[src/rtl/frame_pkg.sv]
// ============================================================================
// Module      : frame_pkg
// Description : Shared frame-buffer geometry, pixel/address types and blitter
//               state encoding.
// Revision    : 1.0 - initial release
// ============================================================================
`default_nettype none

package frame_pkg;

    localparam int FRAME_W  = 700;
    localparam int FRAME_H  = 480;
    localparam int FRAME_AW = 19;

    typedef logic [3:0]          pix_idx_t;
    typedef logic [FRAME_AW-1:0] frame_addr_t;

    typedef enum logic [1:0] {
        IDLE  = 2'd0,
        RUN   = 2'd1,
        DRAIN = 2'd2,
        DONE  = 2'd3
    } blit_state_t;

    // Shift-and-add row*fw, evaluated once per blit to seed the incremental row base.
    function automatic frame_addr_t row_base_of(input logic [8:0] row, input int fw);
        frame_addr_t acc;
        acc = '0;
        for (int i = 0; i < FRAME_AW; i++) begin
            if (fw[i]) acc = acc + (frame_addr_t'(row) << i);
        end
        return acc;
    endfunction

endpackage

`default_nettype wire

[src/rtl/blit_addr_gen.sv]
// ============================================================================
// Module      : blit_addr_gen
// Description : Row/column walker for the sprite blitter; produces the ROM
//               read address, destination address, clip and last-pixel flags.
// Revision    : 1.0 - initial release
// ============================================================================
`default_nettype none

module blit_addr_gen
    import frame_pkg::*;
#(
    parameter int ROM_AW  = 16,
    parameter int FRAME_W = 700,
    parameter int FRAME_H = 480
) (
    input  logic              clk,
    input  logic              rst_n,
    input  logic              i_load,
    input  logic              i_step,
    input  logic [9:0]        i_x,
    input  logic [8:0]        i_y,
    input  logic [9:0]        i_w,
    input  logic [8:0]        i_h,
    input  logic [ROM_AW-1:0] i_base,
    input  logic              i_hflip,
    output logic [ROM_AW-1:0] o_rom_addr,
    output frame_addr_t       o_dst_addr,
    output logic              o_clip_ok,
    output logic              o_last
);

    logic [9:0]        r_x;
    logic [8:0]        r_y;
    logic [9:0]        r_w;
    logic [8:0]        r_h;
    logic              r_hflip;
    logic [9:0]        r_col;
    logic [8:0]        r_row;
    logic [ROM_AW-1:0] r_rom_row_base;
    frame_addr_t       r_dst_row_base;

    logic              w_col_last;
    logic              w_row_last;
    logic [10:0]       w_dst_col;
    logic [9:0]        w_dst_row;
    logic [9:0]        w_src_col;

    assign w_col_last = (r_col == r_w - 10'd1);
    assign w_row_last = (r_row == r_h - 9'd1);
    // Widened sums so an off-frame origin plus offset cannot wrap back on-screen.
    assign w_dst_col  = {1'b0, r_x} + {1'b0, r_col};
    assign w_dst_row  = {1'b0, r_y} + {1'b0, r_row};
    assign w_src_col  = r_hflip ? (r_w - 10'd1 - r_col) : r_col;

    assign o_rom_addr = r_rom_row_base + ROM_AW'(w_src_col);
    assign o_dst_addr = r_dst_row_base + FRAME_AW'(w_dst_col);
    assign o_clip_ok  = (w_dst_col < 11'(FRAME_W)) && (w_dst_row < 10'(FRAME_H));
    assign o_last     = w_col_last && w_row_last;

    always_ff @(posedge clk or negedge rst_n) begin
        if (!rst_n) begin
            r_x            <= '0;
            r_y            <= '0;
            r_w            <= '0;
            r_h            <= '0;
            r_hflip        <= 1'b0;
            r_col          <= '0;
            r_row          <= '0;
            r_rom_row_base <= '0;
            r_dst_row_base <= '0;
        end else if (i_load) begin
            r_x            <= i_x;
            r_y            <= i_y;
            r_w            <= i_w;
            r_h            <= i_h;
            r_hflip        <= i_hflip;
            r_col          <= '0;
            r_row          <= '0;
            r_rom_row_base <= i_base;
            r_dst_row_base <= row_base_of(i_y, FRAME_W);
        end else if (i_step) begin
            if (w_col_last) begin
                r_col          <= '0;
                r_row          <= r_row + 9'd1;
                r_rom_row_base <= r_rom_row_base + ROM_AW'(r_w);
                r_dst_row_base <= r_dst_row_base + FRAME_AW'(FRAME_W);
            end else begin
                r_col          <= r_col + 10'd1;
            end
        end
    end

endmodule

`default_nettype wire

[src/rtl/sprite_blitter.sv]
// ============================================================================
// Module      : sprite_blitter
// Description : Copies a sprite from a synchronous ROM into the frame buffer
//               with transparency skip and edge clipping.
//               Optional mirrored reads: define SPRITE_BLITTER_HFLIP_EN.
// Revision    : 1.0 - initial release
// ============================================================================
`default_nettype none

module sprite_blitter
    import frame_pkg::*;
#(
    parameter int       FRAME_W         = frame_pkg::FRAME_W,
    parameter int       FRAME_H         = frame_pkg::FRAME_H,
    parameter int       ROM_AW          = 16,
    parameter pix_idx_t TRANSPARENT_IDX = 4'h0
) (
    input  logic              CLK,
    input  logic              RESET_N,
    input  logic              START,
    input  logic [9:0]        SPR_X,
    input  logic [8:0]        SPR_Y,
    input  logic [9:0]        SPR_W,
    input  logic [8:0]        SPR_H,
    input  logic [ROM_AW-1:0] SPR_BASE,
`ifdef SPRITE_BLITTER_HFLIP_EN
    input  logic              HFLIP,
`endif
    output logic [ROM_AW-1:0] ROM_ADDR,
    input  pix_idx_t          ROM_DATA,
    output frame_addr_t       WRITE_ADDR,
    output pix_idx_t          data_in,
    output logic              WE,
    output logic              BUSY,
    output logic              DONE
);

    blit_state_t r_state;
    blit_state_t w_state_nxt;

    logic        w_hflip;
    logic        w_load;
    logic        w_step;
    frame_addr_t w_dst_addr;
    logic        w_clip_ok;
    logic        w_last;

    logic        r_wr_valid;
    logic        r_clip_ok;
    frame_addr_t r_wr_addr;

`ifdef SPRITE_BLITTER_HFLIP_EN
    assign w_hflip = HFLIP;
`else
    assign w_hflip = 1'b0;
`endif

    assign w_load = (r_state == IDLE) && START;
    assign w_step = (r_state == RUN);

    blit_addr_gen #(
        .ROM_AW  (ROM_AW),
        .FRAME_W (FRAME_W),
        .FRAME_H (FRAME_H)
    ) u_addr_gen (
        .clk        (CLK),
        .rst_n      (RESET_N),
        .i_load     (w_load),
        .i_step     (w_step),
        .i_x        (SPR_X),
        .i_y        (SPR_Y),
        .i_w        (SPR_W),
        .i_h        (SPR_H),
        .i_base     (SPR_BASE),
        .i_hflip    (w_hflip),
        .o_rom_addr (ROM_ADDR),
        .o_dst_addr (w_dst_addr),
        .o_clip_ok  (w_clip_ok),
        .o_last     (w_last)
    );

    always_ff @(posedge CLK or negedge RESET_N) begin
        if (!RESET_N) r_state <= IDLE;
        else          r_state <= w_state_nxt;
    end

    always_comb begin
        w_state_nxt = r_state;
        case (r_state)
            IDLE: begin
                if (START) begin
                    w_state_nxt = (SPR_W == 10'd0 || SPR_H == 9'd0) ? frame_pkg::DONE : RUN;
                end
            end
            RUN:            if (w_last) w_state_nxt = DRAIN;
            DRAIN:          w_state_nxt = frame_pkg::DONE;
            frame_pkg::DONE: w_state_nxt = IDLE;
            default:        w_state_nxt = IDLE;
        endcase
    end

    // Destination address and clip flag ride one stage so they meet ROM_DATA.
    always_ff @(posedge CLK or negedge RESET_N) begin
        if (!RESET_N) begin
            r_wr_valid <= 1'b0;
            r_clip_ok  <= 1'b0;
            r_wr_addr  <= '0;
        end else begin
            r_wr_valid <= w_step;
            r_clip_ok  <= w_clip_ok;
            r_wr_addr  <= w_dst_addr;
        end
    end

    assign WRITE_ADDR = r_wr_addr;
    assign data_in    = r_wr_valid ? ROM_DATA : '0;
    assign WE         = r_wr_valid && r_clip_ok && (ROM_DATA != TRANSPARENT_IDX);
    assign BUSY       = (r_state == RUN) || (r_state == DRAIN);
    assign DONE       = (r_state == frame_pkg::DONE);

endmodule

`default_nettype wire
[config.mk]
export PLATFORM = sky130hd
export DESIGN_NAME = sprite_blitter
export DESIGN_NICKNAME = d
export VERILOG_FILES = /design/src/rtl/frame_pkg.sv /design/src/rtl/blit_addr_gen.sv /design/src/rtl/sprite_blitter.sv
export SDC_FILE = /design/constraint.sdc
export NUM_CORES = 1
export LEC_CHECK = 0
export BUFFER_PORTS_ARGS = -buffer_cell sky130_fd_sc_hd__buf_2
export CAP_MARGIN = 20
export CORE_UTILIZATION = 35
export CTS_CLUSTER_DIAMETER = 80
export DETAILED_ROUTE_END_ITERATION = 8
export GPL_TIMING_DRIVEN = 0
export PLACE_DENSITY = 0.58
export SETUP_SLACK_MARGIN = 0.4
export SYNTH_ARGS = -nofsm -noshare
export SYNTH_HDL_FRONTEND = slang
export SYNTH_SLANG_ARGS = --single-unit
[constraint.sdc]
create_clock -name CLK -period 10.9 [get_ports CLK]
set_input_delay 0.545 -clock CLK [delete_from_list [all_inputs] [get_ports CLK]]
set_output_delay 0.545 -clock CLK [all_outputs]
set_load 0.05 [all_outputs]
# Yosys cells after proc, flatten, opt, wreduce, memory -nomap -nowiden
# Index checks and enable logic that the tools add are counted.
[totals] in_bits=61 elab_cells=73 regBits=115
[classes] addsub=15 reduce_logical=15 eq_ne=7 n_mux=22 magnitude_cmp=2
[ops] cell="two-way mux 19 bit" count=8
[ops] cell="two-way mux 16 bit" count=3
[ops] cell="adder 16 x 10 -> 16 bit" count=2
[ops] cell="two-way mux 10 bit" count=3
[ops] cell="two-way mux 9 bit" count=3
[ops] cell="adder 19 x 10 -> 19 bit, second input constant" count=1
[ops] cell="adder 19 x 11 -> 19 bit" count=1
[ops] cell="adder 19 x 12 -> 19 bit" count=1
[ops] cell="adder 19 x 13 -> 19 bit" count=1
[ops] cell="adder 19 x 14 -> 19 bit" count=1
[ops] cell="adder 19 x 16 -> 19 bit" count=1
[ops] cell="adder 19 x 18 -> 19 bit" count=1
[ops] cell="adder 10 x 10 -> 11 bit" count=1
[ops] cell="< comparator 11 x 10 -> 1 bit, second input constant" count=1
[ops] cell="adder 10 x 1 -> 10 bit, second input constant" count=1
[ops] cell="adder 9 x 9 -> 10 bit" count=1
[ops] cell="equality test 10 bit" count=1
[ops] cell="zero test 10 bit" count=1
[ops] cell="< comparator 10 x 9 -> 1 bit, second input constant" count=1
[ops] cell="subtractor 10 x 1 -> 10 bit, second input constant" count=1
[ops] cell="adder 9 x 1 -> 9 bit, second input constant" count=1
[ops] cell="equality test 9 bit" count=1
[ops] cell="zero test 9 bit" count=1
[ops] cell="subtractor 9 x 1 -> 9 bit, second input constant" count=1
[ops] cell="other kinds (13)" count=23

# Longest topological paths before layout
# Gate-level depths: netlist of run 1.
[depth] ltp_word=13 depth_mapped=30 depth_no_buf=30

# Hierarchy
# From an unflattened synthesis of run 1, not the netlist that was laid out.
[hier_totals] hier_cells=1100 area_unflattened_um2=9769.4
[by_module_without_submodules] mod="blit_addr_gen" n_inst=1 cells_each=1045 seq_area_each_um2=2277.2 area_per_inst_um2=8973.6
[by_module_without_submodules] mod="sprite_blitter" n_inst=1 cells_each=55 seq_area_each_um2=575.6 area_per_inst_um2=795.8

# Worst setup path after synthesis of run 1
# OpenSTA, ideal clock, no wires.
[synth_path] path_kind="input -> register" startpoint="input SPR_Y[0]" endpoint="register u_addr_gen.r_dst_row_base[18]" cell_stages=29 t_arrival_ps=5390 required_time_ps=10823 n_path_buf=0 path_slack_ps=5433 setup_time_ps=77 cell_sequence="ha_1 fa_1 a21o_1 a21oi_1 o21bai_1 a21oi_1 nor2b_1 nor2_1 o21bai_1 xor2_1 ha_1 a21oi_1 o21ai_0 xor2_1 ha_1 a21oi_1 o21ai_0 xor2_1 ha_1 a21oi_1 o21ai_0 xor2_1 ha_1 o21a_1 o21ai_0 o21bai_1 a21oi_1 or2_2 a21oi_1"
[synth_via] elab_chain_cells=11
[synth_lines] element="start: declaration" line_no="sprite_blitter.sv:22" source="input logic [8:0] SPR_Y,"
[synth_lines] element="two-way mux 19 bit" line_no="blit_addr_gen.sv:71" source="end else if (i_load) begin"
[synth_lines] element="adder 19 x 12 -> 19 bit" line_no="frame_pkg.sv:30" source="if (fw[i]) acc = acc + (frame_addr_t'(row) << i);"
[synth_lines] element="two-way mux 19 bit" line_no="blit_addr_gen.sv:71"
[synth_lines] element="adder 19 x 13 -> 19 bit" line_no="frame_pkg.sv:30"
[synth_lines] element="two-way mux 19 bit" line_no="blit_addr_gen.sv:71"
[synth_lines] element="adder 19 x 14 -> 19 bit" line_no="frame_pkg.sv:30"
[synth_lines] element="two-way mux 19 bit" line_no="blit_addr_gen.sv:71"
[synth_lines] element="adder 19 x 16 -> 19 bit" line_no="frame_pkg.sv:30"
[synth_lines] element="two-way mux 19 bit" line_no="blit_addr_gen.sv:71"
[synth_lines] element="adder 19 x 18 -> 19 bit *" line_no="frame_pkg.sv:30"
[synth_lines] element="two-way mux 19 bit *" line_no="blit_addr_gen.sv:71"
[synth_lines] element="end signal: assignment" line_no="blit_addr_gen.sv:80" source="r_dst_row_base <= row_base_of(i_y, FRAME_W);"
[synth_lines] element="end signal: assignment" line_no="blit_addr_gen.sv:86" source="r_dst_row_base <= r_dst_row_base + FRAME_AW'(FRAME_W);"
[synth_lines] element="end: declaration" line_no="blit_addr_gen.sv:40" source="frame_addr_t r_dst_row_base;"
# Mark *: on every way between the ends. The rest lies on a longest branch, timed or not. The select of a mux whose other input is x is not followed.
# A chain may end at the register's enable or synchronous reset.

# Worst setup path in the final report of run 1
[layout_path] startpoint="input SPR_Y[1]" endpoint="register u_addr_gen.r_dst_row_base[18]"
# Same word-level chain as after synthesis.

==> impl_results.md, run 1 <==
* Final Net Count at roughly 1.3k
* Placed cell areas at 9933 sq um
* Initial DRC count at 430
* Pins Over Slew Limit at 0
* Gr ovfl total at 0
* Power density over the cells at about 350 nW/um^2
* Final Core Density at 0.4205
* Outcome: finished clean
* Initial antenna violation count at 1
* Via-to-Cell Ratio at 5.076
* Largest net degree at the start of global routing at 62
* Vias in the first global route at 7428
* Slew HR at 0.4655
* Vias at 7579
* Starting Density at 0.3565
* CP max FO at 12
* VDD IR max at 0.1599 mV
* Cell mode on critical path: a21oi_1
* Register area share after synthesis at 0.3150
* Final setup vio count at 0
* Mean area per synthesized cell at ~8.7 sq um
* Number of H-tree levels at 4
* CP Capture Type: flip-flop
* Pleak at 5.041 nW
* Die X-Extent at about 160 um
* Sequential share of power at 0.212
* Die area at 26290 sq um
* Reg area at 2828 sq um
* Layout cells sized above 1 at 0.1367
* Critical Path Source Type: input port
* Commonest non-fill, non-tap cell in the layout: nand2_1
* Netlist cell types at 68
* Clock power share at 0.169
* DP Wirelength at 17970 um
* CTS root buffer: clkbuf_16
* YS warnings at 0
* Syn Nets at approximately 1.2k
* Post-layout min period at just under 6 ns
* Non-Filler Instances at 1493
* Req. time, crit path at 11.20 ns
* Routed len/inst at about 15 um
* Tcrit/Tclk final at 0.5411
* Commonest cells after routing, fill and taps aside: 167 x nand2_1, 113 x dfrtp_1, 105 x buf_2, 102 x ha_1, 87 x xnor2_1
* Hold crit path type: in2async
* Unrepaired setup endpoints after global routing: no
* Synth top area cells: dfrtp_1 32%, ha_1 14%, xnor2_1 8.5%
* DRC errors left at 0
* Crit-path leading delay family: compound AO/OA/AOI/OAI gates
* Global Route Usage Sum at 0.1848
* CTS tree: done
* Placed cells at 1461
* Maximum operating frequency at 169.5 MHz
* EDFF count, synth at 0
* Fill count at between 2k and 3k
* Skew-Pair Late Insertion Delay at 0.43 ns
* Synthesis-stage register bit count at 113
* Hold_buf cts at 0
* Setup tns final at 0 ns
* Clock Tree Buf Depth at 2
* Die H at 162.1 um
* Clock Skews at around 0.0093 ns
* GPL Wtd Cong at 0.8474
* IO buf count at 102
* Logic gate share of total power at 0.619
* Critical path buffer and inverter count at 1
* Sink Count at 113
* Synth top area share at 0.3150
* Post-CTS resize count at 0
* Boundary Pins at 103
* Critical path arrival at around 6.2 ns
* Max-cap violations at 0
* Yosys top cell by area: dfrtp_1
* Area Overhead vs Synth at 17.97%
* Clock buffer count from CTS at 17
* Switching power share of the total at 0.4778
* Syn Inst Count at 1028
* Antenna fix cells at 0
* Worst-path clk slew at 0.05 ns
* Core area at 25180 sq um
* Multi-input logic area at 5877 sq um
* Slowest stage delay, CP at between 0.4 and 0.5 ns
* First-pass GRT wire length at ~38000 um
* Final hold violation count at 0
* Design area at 10590 sq um
* Synth Flop Type: dfrtp_1
* Internal at roughly 2 mW
* Setup bufs post-CTS at 0
* Synthesized area at 8976 sq um
* Slowest CP cell: fa_1
* Drt total wl at 23070 um
* P_sw at 1.783 mW
* 1st-pass router iterations at 5
* Async S/R FF share, synth at 1.000
* Num rows at 58
* Antenna viol nets, final at 0
* Slew of the pin with the lowest slew margin at slightly below 0.8 ns
* Critical path class: in2reg
## flip-flops by register name, summed over array words and instances (netlist names)
register and count:
WRITE_ADDR 19, u_addr_gen.r_dst_row_base 17, u_addr_gen.r_rom_row_base 16, u_addr_gen.r_col 10, u_addr_gen.r_w 10, u_addr_gen.r_x 10
u_addr_gen.r_h 9, u_addr_gen.r_row 9, u_addr_gen.r_y 9, r_state 2, r_clip_ok 1, r_wr_valid 1
## stage by stage
stage	hold WS, ns	worst slack (ns)	total power, mW
floorplan	0.2494	5.433	2.616
global placement	0.4665	4.552	3.083
detailed placement	0.4721	4.533	3.107
CTS	0.08270	4.937	3.758
global route	0.1066	4.487	4.075
finish	0.06707	5.002	3.731
## power by group through the flow
stage,clock [mW],combinational (mW),sequential [mW]
after CTS,0.640,2.33,0.791
final,0.629,2.31,0.792
after global routing,0.655,2.60,0.818
after detailed placement,0,2.31,0.795
after floorplan,0,1.75,0.865
after global placement,0,2.29,0.794
## synth_stat cells (3+ instances only)
cell        n
a211oi_1    3
a21o_1     29
a21oi_1    83
a31o_2      3
a31oi_1     5
and2_1      7
and3_1      4
buf_2       4
clkbuf_1   20
dfrtp_1   113
fa_1        8
ha_1      102
inv_1      40
mux2i_1     9
nand2_1   167
nand2b_1   13
nand3_1    17
nand4_1     6
nor2_1     73
nor2b_1    10
nor3_1     25
nor3_2      4
nor4_1      9
o211ai_1    3
o21a_1      8
o21ai_0    52
o21ai_1     5
o21bai_1   17
o22a_1      4
o22ai_1     5
o31ai_1     4
or2_2       4
or4_1       3
xnor2_1    87
xor2_1     39
## cell families after synthesis
kind of cell / count (synthesis) / synth area share
adder cells (fa/ha/maj): 110 / 0.1600
flip-flops: 113 / 0.3150
AND/OR/NAND/NOR: 360 / 0.1915
AO/OA/AOI/OAI: 241 / 0.1681
buffers and inverters: 67 / 0.03025
multiplexers: 10 / 0.01171
other: 1 / 0.0004178
XOR/XNOR: 126 / 0.1229
## area by class of cell
cell class | count | share of cell area
Clock buffer | 23 | 0.04514
Buffer | 27 | 0.01146
Tap cell | 330 | 0.03899
Sequential cell | 113 | 0.2670
Clock inverter | 9 | 0.01678
Multi-Input combinational cell | 848 | 0.5550
Inverter | 40 | 0.01418
Timing Repair Buffer | 103 | 0.05140
## metal layers
metal | share of wire | track usage | vias up | wire length, um
met5 | 0.00074 | 0 | - | 17
met2 | 0.47 | 0.3018 | 132 | 10770
met3 | 0.043 | 0.03575 | 32 | 985
met4 | 0.017 | 0.05918 | 2 | 393
met1 | 0.47 | 0.2449 | 3573 | 10910
li1 | - | - | 3840 | -
## path summary, 6_finish.rpt
path                                           from                             to  slack, ns  depth (start not counted)
worst max-delay path                       SPR_Y[1]  u_addr_gen.r_dst_row_base[18]       5.00                         30
worst min-delay path                        RESET_N   u_addr_gen.r_rom_row_base[3]       0.07                          1
worst max register to register  u_addr_gen.r_col[0]                 WRITE_ADDR[18]       6.59                         15
worst min register to register    u_addr_gen.r_y[7]              u_addr_gen.r_y[7]       0.48                          2
max in group asynchronous                   RESET_N            u_addr_gen.r_row[4]      10.13                          2
min in group CLK                           SPR_X[1]              u_addr_gen.r_x[1]       0.31                          3
Note: power is estimated with default switching activity, not from simulation.
==> run 2: changes to the inputs <==
PLACE_DENSITY = 0.6   (was 0.58)
clock period = 5.3 ns   (was 10.9 ns; I/O delays follow)
==> run 2 against run 1 <==
Register-to-register slack got worse by 5.8 ns. Critical path type unchanged. Critical endpoint unchanged. Flip-flop and latch count did not move. Non-clock buffer count up 29. Combinational power rose by 140%.
==> impl_results.md, run 2 (synthesized netlist as in run 1, its figures left out) <==
* Initial antenna violation count at 0
* Outcome: finished clean
* Final hold violation count at 0
* Die H at between 150 and 200 um
* Via-to-Cell Ratio at 5.070
* CTS tree: done
* Place WS at -0.7173 ns
* Boundary Pins at 103
* Vias at 7712
* Drt total wl at 24140 um
* DRC errors left at 0
* Core area at ~25000 sq um
* Min-delay src: SPR_X[2]
* VDD IR max at 0.4019 mV
* Worst Hold Endpoint: u_addr_gen.r_x[2]
* Commonest cells after routing, fill and taps aside: 166 x nand2_1, 113 x dfrtp_1, 102 x buf_2, 96 x ha_1, 82 x xnor2_1
* WHS at 0.05417 ns
* Sink Count at between 100 and 150
* Slew HR at 0.4121
* Initial DRC count at 447
* Worst-path clk slew at 0.05 ns
* Number of H-tree levels at 4
* Clock Skews at 0.006056 ns
* Gr ovfl total at 0
* Final setup vio count at 0
* Slowest CP cell: fa_2
* Global Route Usage Sum at 0.1864
* Pleak at 5.241 nW
* Slew of the pin with the lowest slew margin at 0.8751 ns
* Cell mode on critical path: ha_1
* Hold crit path type: in2reg
* IO buf count at just over 100
* Max reg flops at 19
* Area Overhead vs Synth at 23.67%
* Placed cells at 1461
* DP Wirelength at 18280 um
* Critical path arrival at 5.32 ns
* Pins Over Slew Limit at 0
* Reg2reg end: WRITE_ADDR[18]
* Antenna fix cells at 0
* Worst Hold Depth at 3
* Post-layout min period at roughly 5 ns
* GPL Wtd Cong at 0.8465
* Skew-Pair Late Insertion Delay at 0.41 ns
* Routed len/inst at 15.87 um
* Final Net Count at 1350
* Starting Density at 0.3565
* Setup ws final at 0.3142 ns
* Clock Tree Buf Depth at 2
* Reg2reg setup slack at 0.83 ns
* Num rows at between 50 and 60
* Critical path class: in2reg
* Clock buffer count from CTS at 17
* First-pass GRT wire length at roughly 38000 um
* Critical Path Source Type: input port
* CP max FO at 5
* Maximum operating frequency at 200.6 MHz
* Largest net degree at the start of global routing at 77
* Layout cells sized above 1 at 0.1965
* Max-cap violations at 0
* 1st-pass router iterations at 5
* Setup tns final at 0 ns
* Worst r2r path cells at 15
* Antenna viol nets, final at 0
* Power density over the cells at 753.2 nW/um^2
* CP Capture Type: flip-flop
* Req. time, crit path at 5.63 ns
* Vias in the first global route at 7404
* Die X-Extent at 162.1 um
* Commonest non-fill, non-tap cell in the layout: nand2_1
* Slowest stage delay, CP at approximately 0.36 ns
* Unrepaired setup endpoints after global routing: yes
* R2r startpoint: u_addr_gen.r_col[0]
* CTS root buffer: clkbuf_16
* Tcrit/Tclk final at 0.9407
* Non-Filler Instances at around 1.5k
* Die area at 26290 sq um
[run 2: changes by cell type in the layout (fill, tap and decap cells not counted), moves of 5 or more]
cell | before | now
o21ai_1 | 5 | 10
a21oi_2 | 0 | 17
ha_1 | 102 | 96
a21oi_1 | 83 | 63
xnor2_1 | 87 | 82
o21ai_0 | 52 | 44
buf_4 | 0 | 27
[run 2: worst max path at each step]
stage | from | to | slack (ns) | depth (start not counted)
2_1_floorplan | SPR_Y[0] | u_addr_gen.r_dst_row_base[18] | 0.24 | 29
3_3_place_gp | SPR_Y[1] | u_addr_gen.r_dst_row_base[18] | -0.61 | 23
3_5_place_dp | SPR_Y[1] | u_addr_gen.r_dst_row_base[18] | -0.72 | 23
4_1_cts | SPR_Y[0] | u_addr_gen.r_dst_row_base[18] | 0.34 | 29
5_1_grt | SPR_Y[1] | u_addr_gen.r_dst_row_base[18] | 0.01 | 31
6_report | SPR_Y[1] | u_addr_gen.r_dst_row_base[18] | 0.31 | 29
[run 2: stage by stage]
| step | instance area, sq um | total power [mW] | utilization |
|---|---|---|---|
| 5_1_grt | 11100 | 9.047 | 0.4408 |
| 3_5_place_dp | 9940 | 6.458 | 0.3947 |
| 6_report | 11100 | 8.361 | 0.4408 |
| 4_1_cts | 10780 | 8.004 | 0.4280 |
| 2_1_floorplan | 8982 | 5.384 | - |
| 3_3_place_gp | 9906 | 6.388 | 0.3934 |
[run 2: layer usage]
layer / global-route usage / wire length, um / vias to the layer above
li1: - / - / 3886
met1: 0.2538 / 11370 / 3650
met2: 0.3078 / 11520 / 155
met3: 0.02605 / 968 / 21
met4: 0.05103 / 284 / 0
met5: 0 / 0 / -
[run 2: final cells by class]
| cell class | instances | area, sq um |
|---|---|---|
| fill | 2486 | 14080 |
| multi-input combinational | 848 | 6146 |
| sequential | 113 | 2828 |
| timing repair buffer | 132 | 825.8 |
| clock buffer | 17 | 425.4 |
| tap | 330 | 412.9 |
| clock inverter | 14 | 191.4 |
| inverter | 40 | 150.1 |
| buffer | 27 | 121.4 |
[run 2: critical path, delay by kind of cell]
kind | cells | cell delay [ns]
simple gates | 3 | 0.46
fa+ha+maj | 6 | 1.87
buf+inv | 4 | 0.51
compound gates | 12 | 1.62
xor+xnor | 4 | 0.57
[run 2: what timing repair did]
| action | CTS | global route |
|---|---|---|
| setup endpoints to repair | 5 | 6 |
| cloned | 0 | 1 |
| setup buffers | 12 | 15 |
| hold endpoints to repair | 37 | 0 |
| resized for setup | 32 | 36 |
| pin swaps | 26 | 39 |
| hold buffers | 1 | 0 |
[run 2: power breakdown]
| group | internal, mW | switching, mW | total (mW) |
|---|---|---|---|
| Combinational | 2.32 | 3.20 | 5.52 |
| Sequential | 1.25 | 0.393 | 1.64 |
| Clock | 0.782 | 0.418 | 1.20 |
